===== src/rtl/video_pkg.sv =====
// rtl/video_pkg.sv - shared types and defaults for the video write queue
package video_pkg;

  localparam int          FIFO_DEPTH_DEF   = 8;
  localparam int          SCREEN_CELLS_DEF = 1200;
  localparam logic [15:0] BLANK_CHAR_DEF   = 16'h0000;

  typedef enum logic [1:0] {
    ST_IDLE  = 2'd0,
    ST_DRAIN = 2'd1,
    ST_CLEAR = 2'd2
  } vwq_state_t;

  typedef struct packed {
    logic [15:0] pos;
    logic [15:0] data;
  } vwq_entry_t;

endpackage


===== src/rtl/vwq_fifo.sv =====
// rtl/vwq_fifo.sv - synchronous character-write queue with flush
module vwq_fifo
  import video_pkg::*;
#(
  parameter int DEPTH = FIFO_DEPTH_DEF
) (
  input  logic       clk,
  input  logic       rst_n,
  input  logic       push,
  input  vwq_entry_t wdata,
  input  logic       pop,
  input  logic       flush,
  output vwq_entry_t rdata,
  output logic       full,
  output logic       empty
);

  localparam int AW = $clog2(DEPTH);

  vwq_entry_t    mem [DEPTH];
  logic [AW:0]   wr_ptr;
  logic [AW:0]   rd_ptr;
  logic [AW-1:0] wr_idx;

  // A flush rewinds both pointers; a push in the same cycle lands in slot 0.
  assign wr_idx = flush ? '0 : wr_ptr[AW-1:0];

  assign rdata = mem[rd_ptr[AW-1:0]];
  assign empty = (wr_ptr == rd_ptr);
  assign full  = (wr_ptr[AW] != rd_ptr[AW]) && (wr_ptr[AW-1:0] == rd_ptr[AW-1:0]);

  // Pointer update: flush wins over pop, and keeps a same-cycle push.
  always_ff @(posedge clk or negedge rst_n) begin
    if (!rst_n) begin
      wr_ptr <= '0;
      rd_ptr <= '0;
    end else if (flush) begin
      rd_ptr <= '0;
      wr_ptr <= push ? (AW+1)'(1) : '0;
    end else begin
      if (push) wr_ptr <= wr_ptr + (AW+1)'(1);
      if (pop)  rd_ptr <= rd_ptr + (AW+1)'(1);
    end
  end

  // Storage write; contents are don't-care until the pointers cover them.
  always_ff @(posedge clk) begin
    if (push) mem[wr_idx] <= wdata;
  end

endmodule


===== src/rtl/video_write_queue.sv =====
// rtl/video_write_queue.sv - queues CPU character writes and screen clears into video RAM
module video_write_queue
  import video_pkg::*;
#(
  parameter int          FIFO_DEPTH   = FIFO_DEPTH_DEF,
  parameter int          SCREEN_CELLS = SCREEN_CELLS_DEF,
  parameter logic [15:0] BLANK_CHAR   = BLANK_CHAR_DEF
) (
  input  logic        wire_clock,
  input  logic        wire_reset,
  input  logic        videoflag,
  input  logic [15:0] bus_vga_pos,
  input  logic [15:0] bus_vga_char,
  input  logic        clear_req,
  input  logic        vram_ready,
  output logic        vram_we,
  output logic [15:0] vram_addr,
  output logic [15:0] vram_data,
  output logic        fifo_full,
  output logic        busy,
  output logic        overflow,
  output logic        range_err
);

  vwq_state_t  state, state_next;
  logic        flag_q;
  logic        edge_arm;
  logic        req;
  logic        in_range;
  logic        push, pop, clr_issue;
  logic        drop_full, drop_range;
  logic        fifo_empty;
  logic [15:0] clr_cnt;
  vwq_entry_t  head;

  // edge_arm stays low for the first clock after reset so a videoflag that is
  // already high at release only loads flag_q and is not taken as a request.
  assign req      = edge_arm & videoflag & ~flag_q;
  assign in_range = (bus_vga_pos < 16'(SCREEN_CELLS));

  // A flush frees the whole queue, so a clear cycle always has room for the request.
  assign push       = req & in_range & (~fifo_full | pop | clear_req);
  assign drop_full  = req & in_range & fifo_full & ~pop & ~clear_req;
  assign drop_range = req & ~in_range;

  assign busy = ~fifo_empty | (state == ST_CLEAR);

  vwq_fifo #(
    .DEPTH (FIFO_DEPTH)
  ) u_fifo (
    .clk   (wire_clock),
    .rst_n (wire_reset),
    .push  (push),
    .wdata ('{pos: bus_vga_pos, data: bus_vga_char}),
    .pop   (pop),
    .flush (clear_req),
    .rdata (head),
    .full  (fifo_full),
    .empty (fifo_empty)
  );

  // Videoflag edge detector with its post-reset arming bit.
  always_ff @(posedge wire_clock or negedge wire_reset) begin
    if (!wire_reset) begin
      flag_q   <= 1'b0;
      edge_arm <= 1'b0;
    end else begin
      flag_q   <= videoflag;
      edge_arm <= 1'b1;
    end
  end

  // State register and clear address counter.
  always_ff @(posedge wire_clock or negedge wire_reset) begin
    if (!wire_reset) begin
      state   <= ST_IDLE;
      clr_cnt <= '0;
    end else begin
      state <= state_next;
      if (clear_req)      clr_cnt <= '0;
      else if (clr_issue) clr_cnt <= clr_cnt + 16'd1;
    end
  end

  // Next state plus the pop / clear-issue strobes; clear_req overrides everything.
  always_comb begin
    state_next = state;
    pop        = 1'b0;
    clr_issue  = 1'b0;
    case (state)
      ST_IDLE: begin
        if (push || !fifo_empty) state_next = ST_DRAIN;
      end
      ST_DRAIN: begin
        pop = ~fifo_empty & vram_ready & ~clear_req;
        if (fifo_empty && !push) state_next = ST_IDLE;
      end
      ST_CLEAR: begin
        clr_issue = vram_ready & ~clear_req;
        if (clr_issue && clr_cnt == 16'(SCREEN_CELLS - 1))
          state_next = (!fifo_empty || push) ? ST_DRAIN : ST_IDLE;
      end
      default: state_next = ST_IDLE;
    endcase
    if (clear_req) state_next = ST_CLEAR;
  end

  // Registered video RAM write port; address and data hold between writes.
  always_ff @(posedge wire_clock or negedge wire_reset) begin
    if (!wire_reset) begin
      vram_we   <= 1'b0;
      vram_addr <= '0;
      vram_data <= '0;
    end else begin
      vram_we <= pop | clr_issue;
      if (pop) begin
        vram_addr <= head.pos;
        vram_data <= head.data;
      end else if (clr_issue) begin
        vram_addr <= clr_cnt;
        vram_data <= BLANK_CHAR;
      end
    end
  end

  // Sticky drop flags, cleared by a screen clear.
  always_ff @(posedge wire_clock or negedge wire_reset) begin
    if (!wire_reset) begin
      overflow  <= 1'b0;
      range_err <= 1'b0;
    end else begin
      overflow  <= (overflow  & ~clear_req) | drop_full;
      range_err <= (range_err & ~clear_req) | drop_range;
    end
  end

endmodule


===== config.mk =====
export PLATFORM = sky130hd
export DESIGN_NAME = video_write_queue
export DESIGN_NICKNAME = d
export VERILOG_FILES = /design/src/rtl/video_pkg.sv /design/src/rtl/vwq_fifo.sv /design/src/rtl/video_write_queue.sv
export SDC_FILE = /design/constraint.sdc
export NUM_CORES = 1
export LEC_CHECK = 0
export BUFFER_PORTS_ARGS = -buffer_cell sky130_fd_sc_hd__buf_4
export CAP_MARGIN = 20
export CORE_ASPECT_RATIO = 1.4
export CORE_MARGIN = 2
export CORE_UTILIZATION = 35
export CTS_CLUSTER_SIZE = 10
export DETAILED_ROUTE_END_ITERATION = 6
export HOLD_SLACK_MARGIN = 0.02
export MAX_ROUTING_LAYER = met4
export PLACE_DENSITY = 0.63
export SKIP_LAST_GASP = 1
export SYNTH_ARGS = -nofsm -noshare
export SYNTH_HDL_FRONTEND = slang
export SYNTH_HIERARCHICAL = 1
export SYNTH_SLANG_ARGS = --single-unit

===== constraint.sdc =====
create_clock -name wire_clock -period 7.29 [get_ports wire_clock]
set_clock_uncertainty 0.05 [all_clocks]
set_input_delay 2.187 -clock wire_clock [delete_from_list [all_inputs] [get_ports wire_clock]]
set_output_delay 2.187 -clock wire_clock [all_outputs]
set_load 0.005 [all_outputs]

* After elaboration in Yosys (flattened, before gate mapping)
Memory sizes are Yosys's and may differ from the RTL's.
Index checks and enable logic that the tools add are counted.
** Word-level totals
- Memories :: 1
- Output and inout bits :: 37
- Flip-flop bits (word level) :: 63
- Bits in writable memories :: 256
** Cells by class
- Add/sub/neg operators :: 3
- Bitwise gates (word level) :: 25
- Multiplexer cells :: 22
- Magnitude comparators :: 1
- Reduce and logical (&&, ||, !) cells :: 12
- Eq/ne operators :: 9
** Memories
- u_fifo.mem :: depth 8, width 32, read ports 1, clocked after memory_dff 0, write ports 1, RTL line vwq_fifo.sv:20 : vwq_entry_t mem [DEPTH];
** Operator list (number)
- two-way mux 16 bit :: 6
- adder 16 x 1 -> 16 bit (second input constant) :: 1
- equality test 16 x 11 -> 1 bit (second input constant) :: 1
- less-than comparator 16 x 11 -> 1 bit (second input constant) :: 1
- two-way mux 4 bit :: 4
- bitwise AND 1 bit :: 13
- adder 4 x 1 -> 4 bit (second input constant) :: 2
- two-way mux 2 bit :: 4
- nonzero test 2 bit :: 4
- two-way mux 1 bit :: 6
- inequality test 3 bit (second input constant) :: 2
- NOT 1 bit :: 6
- bitwise OR 1 bit :: 6
- case mux 2 bit (3 select lines) :: 1
- equality test 4 bit :: 1
- equality test 3 bit :: 1
- logical AND 1 bit :: 3
- two-way mux 3 bit :: 1
- inequality test 3 x 2 -> 1 bit (second input constant) :: 1
- AND reduction 3 bit :: 1
- equality test 2 x 1 -> 1 bit (second input constant) :: 1
- equality test 2 bit (second input constant) :: 1
- zero test 1 bit :: 2
- zero test 2 bit :: 1
- 2 further kinds :: 2

* Logic depth before layout (Yosys ltp)
- Depth in word-level cells :: 13
- Gate-level depth with buffers :: 14

* Hierarchy
The synthesis kept the hierarchy.
** By module, submodules not included
- vwq_fifo :: area an instance 10309.9 sq um, cells each 426, sequential area each 7887.6 sq um, times used 1
- video_write_queue :: area an instance 2563.7 sq um, cells each 259, sequential area each 1376.3 sq um, times used 1

* Worst setup path after synthesis
No wires, ideal clock.
- Path type :: input port to flip-flop
- Start point :: input port bus_vga_pos[15]
- End point :: memory u_fifo/mem[4][0] (netlist name), enable pin
- Cell stages on the path :: 6
- Path slack :: 0.355 ns
- Buffers on the path :: 1
- Arrival time :: 6.372 ns
- Required time :: 6.727 ns
- Library setup time :: 0.513 ns
- Cells stage by stage :: nor3_1 nand2_1 nand4bb_1 inv_1 clkbuf_1 nor4b_1
** Between the ends
- Word-level cells in the longest chain between the ends :: 5
** Ends and longest elaborated chain
- start, declared :: RTL line video_write_queue.sv:12 : input logic [15:0] bus_vga_pos,
- less-than comparator 16 x 11 -> 1 bit :: RTL line video_write_queue.sv:39 : assign in_range = (bus_vga_pos < 16'(SCREEN_CELLS));
- bitwise AND 1 bit (2 in a row) :: RTL line video_write_queue.sv:42 : assign push = req & in_range & (~fifo_full | pop | clear_req);
- named net push :: RTL line video_write_queue.sv:30 : logic push, pop, clr_issue;
- two-way mux 1 bit :: RTL line vwq_fifo.sv:48 : if (push) mem[wr_idx] <= wdata;
- two-way mux 1 bit (not written as such) :: RTL line vwq_fifo.sv:48
- end, declared :: RTL line vwq_fifo.sv:20
The timed path passes the listed nets, and every way through them passes these cells.

* Worst setup path in the final report
- Start point :: register u_fifo.rd_ptr[2]
- End point :: output port busy
** Between the ends
- Word-level cells in the longest chain between the ends :: 3
** Ends and longest elaborated chain
- start, declared :: RTL line vwq_fifo.sv:22 : logic [AW:0] rd_ptr;
- start signal, assigned :: RTL line vwq_fifo.sv:42 : if (pop) rd_ptr <= rd_ptr + (AW+1)'(1);
- equality test 4 bit :: RTL line vwq_fifo.sv:29 : assign empty = (wr_ptr == rd_ptr);
- named net fifo_empty :: RTL line video_write_queue.sv:32 : logic fifo_empty;
- NOT 1 bit :: RTL line video_write_queue.sv:46 : assign busy = ~fifo_empty | (state == ST_CLEAR);
- bitwise OR 1 bit :: RTL line video_write_queue.sv:46
- end, declared :: RTL line video_write_queue.sv:20 : output logic busy,
The timed path passes the listed nets, and every way through them passes these cells.

==> run_results.csv <==
group,metric,value,unit
logic_synthesis,ys_seq_area_share,72.0,%
critical_path,cp_max_fo,35,
power,pwr-share-clk,45.0,%
timing,period_share,61.7,%
placed_design,io_buffers,73,
detailed_routing,drt-total-wl,26.7,mm
power,seqPwrFrac,53.2,%
placed_design,place_hpwl,16.1,mm
power,power_density,247,nW/um^2
run_status,outcome,"finished clean",
run,maxCapViolCount,0,
floorplanning,chipHeight,231,um
global_routing,grt.overflow.total,0,
detailed_routing,vias,6425,
cts,cts_tree,"done",
placed_design,routabilityCongestion,0.780,
logic_synthesis,synth_ff_type,"edfxtp_1",
cells_and_area,final_cells,1272,
cts,ctsHoldBuffers,0,
critical_path,cp.required,5050,ps
timing,setup_ws,2790,ps
cells_and_area,nets,816,
cells_and_area,final_core_utilization,41.2,%
logic_synthesis,synth_top_area_share,59.7,%
timing,hold_viol_final,0,
critical_path,path_cells,"buf_4, xnor2_1, nand3_1, nor2b_1, nand2_1, buf_4",
floorplanning,die_x,166,um
floorplanning,ioPinCount,74,
cts,cts_resized,0,
placed_design,dp.cells,1203,
global_routing,grt_pass1_wl,41.6,mm
power,p_switching,0.727,mW
timing,rsz0062_at_grt,"false",
power,internal_power,2.99,mW
critical_path,worstSetupPathType,"reg -> out",
critical_path,end_kind,"output port",
detailed_routing,viasPerCell,5.05,
critical_path,crit_slowest_cell,"buf_4",
timing,tns,0,ps
logic_synthesis,synth_top_cells_by_area,"edfxtp_1 60%, dfrtp_1 12%, mux4_2 8.0%, mux4_1 3.7%, mux2_4 3.1%",
global_routing,grt.total_usage,14.6,%
logic_synthesis,ys_ff_latch,319,
detailed_routing,route.detailed.drc,0,
global_routing,antenna_found_initial,2,
power,switching_share,19.6,%
global_routing,grt_max_degree,64,
detailed_routing,drt_iter0_drc,472,
timing,worstMarginPinSlew,1080,ps
logic_synthesis,synth-edff-count,256,
placed_design,post-place-ws,2170,ps
detailed_routing,routedWlPerCell,21.0,um
logic_synthesis,avgSynthCellArea,18.8,sq um
timing,slew_violations,0,
power,p_comb_share,1.8,%
critical_path,slowest_delay,590,ps
floorplanning,start_util,35.3,%
cts,clock_latency,530,ps
critical_path,startpoint_type,"register",
logic_synthesis,synth.most_common_cell,"edfxtp_1",
critical_path,crit_top_cell,"buf_4",
cells_and_area,drive_gt1_share,27.9,%
logic_synthesis,synth_top_area_cell,"edfxtp_1",
logic_synthesis,synthArstFlopShare,19.7,%
cts,cts.sinks,319,
logic_synthesis,syn_area,12900,sq um
floorplanning,fp.coreArea,36500,sq um
floorplanning,rows,83,
cts,clkTransAtPathRegs,60,ps
critical_path,arrival,2260,ps
cts,ctsRootBufferMaster,"clkbuf_16",
logic_synthesis,synthTopCellsByCount,"256 x edfxtp_1, 63 x dfrtp_1, 54 x nand2_1",
timing,slew_headroom,28.1,%
detailed_routing,drtAntennaViolNets,0,
cts,clockBufferDepth,3,
cts,cts.htree.levels,2,
cts,post_cts_buffers,0,
timing,max_freq,222,MHz
logic_synthesis,syn_nets,725,
detailed_routing,drt-pass1-iter-count,4,
cts,numCtsBuffers,37,
critical_path,regToRegSetupSlack,3400,ps
worst_hold_path,hold_class,"reg -> reg",
timing,setup_viol,0,
cells_and_area,syn2layout_area_growth,16.7,%
floorplanning,die-area,38400,sq um
timing,period_needed,4500,ps
logic_synthesis,synth.distinct_cells,51,
logic_synthesis,yosysWarnings,6,
global_routing,grt_pass1_vias,6985,
logic_synthesis,synthCells,685,
power,p_leak,5.23,nW
power,ir_worst_vdd,0.000165,V
[critical path, delay by kind of cell (launching register included)]
family	cells	cell delay (ps)
buf+inv	2	740
flops	1	330
xor+xnor	1	190
simple gates	3	460
[metal layers]
layer	wire length, um	part of all wire, %	global-route usage, %
met2	13900	52	25.3
met4	754	2.8	5.68
met1	10800	40	17.0
met3	1250	4.7	2.59
met5	0	0	-
[final timing paths]
check,to,cells after the start,from
min in group asynchronous,vram_addr[12],1,wire_reset
worst min-delay path,vram_addr[9],1,vram_addr[9]
worst max-delay path,busy,6,u_fifo/rd_ptr[2]
worst max register to register,u_fifo/mem[1][21],11,u_fifo/rd_ptr[2]
worst min register to register,vram_addr[9],1,vram_addr[9]
max in group asynchronous,u_fifo/rd_ptr[0],1,wire_reset
[metrics by stage]
stage	hold slack, ps	area, sq um	total power [mW]
after floorplan	418	12900	2.03
after global placement	411	13900	2.08
after detailed placement	418	13900	2.08
after CTS	430	15000	3.77
after global routing	462	15000	3.84
final	426	15000	3.72
[area by class of cell]
class	count	area (sq um)
timing repair buffer	90	676
fill	3224	21400
multi-input combinational	323	3390
antenna	2	5.00
sequential	319	9270
clock inverter	1	8.76
clock buffer	65	1070
tap	467	584
inverter	5	18.8
[layout by cell type (no fill, tap or decap), drive strengths merged, types with 4 or more instances in the layout]
cell / n
a21o: 6
a21oi: 4
a22o: 7
buf: 90
clkbuf: 65
dfrtp: 63
edfxtp: 256
inv: 6
mux2: 32
mux2i: 12
mux4: 64
nand2: 55
nand3: 8
nand4: 10
nor2: 23
nor2b: 4
nor3: 7
nor4b: 4
o21ai: 31
xnor2: 6
xor2: 13
[sequential cells by signal, indices dropped and copies added, names as in the netlist]
register / cells
clr_cnt: 16
u_fifo/mem: 256
edge_arm: 1
state: 2
u_fifo/rd_ptr: 4
flag_q: 1
range_err: 1
overflow: 1
vram_addr: 16
vram_we: 1
u_fifo/wr_ptr: 4
vram_data: 16
[kinds of logic (layout without fill, tap and decap cells)]
group | count (synthesis) | after routing | share of synthesized area (%)
flip-flops | 319 | 319 | 72.0
AND/OR/NAND/NOR | 136 | 136 | 5.41
multiplexers | 108 | 108 | 16.2
AO/OA/AOI/OAI | 56 | 56 | 2.64
buffers and inverters | 43 | 161 | 2.13
XOR/XNOR | 19 | 19 | 1.29
adder cells (fa/ha/maj) | 3 | 3 | 0.292
other | 1 | 3 | 0.0291
[power by group through the flow]
stage                     registers (mW)  clock network (mW)  logic (mW)
after floorplan                     2.01                   0      0.0157
after global placement              2.01                   0      0.0665
after detailed placement            2.01                   0      0.0691
after global routing                1.98                1.79      0.0752
final                               1.98                1.67      0.0668
after CTS                           1.98                1.72      0.0691
(Power assumes the default switching activity.)
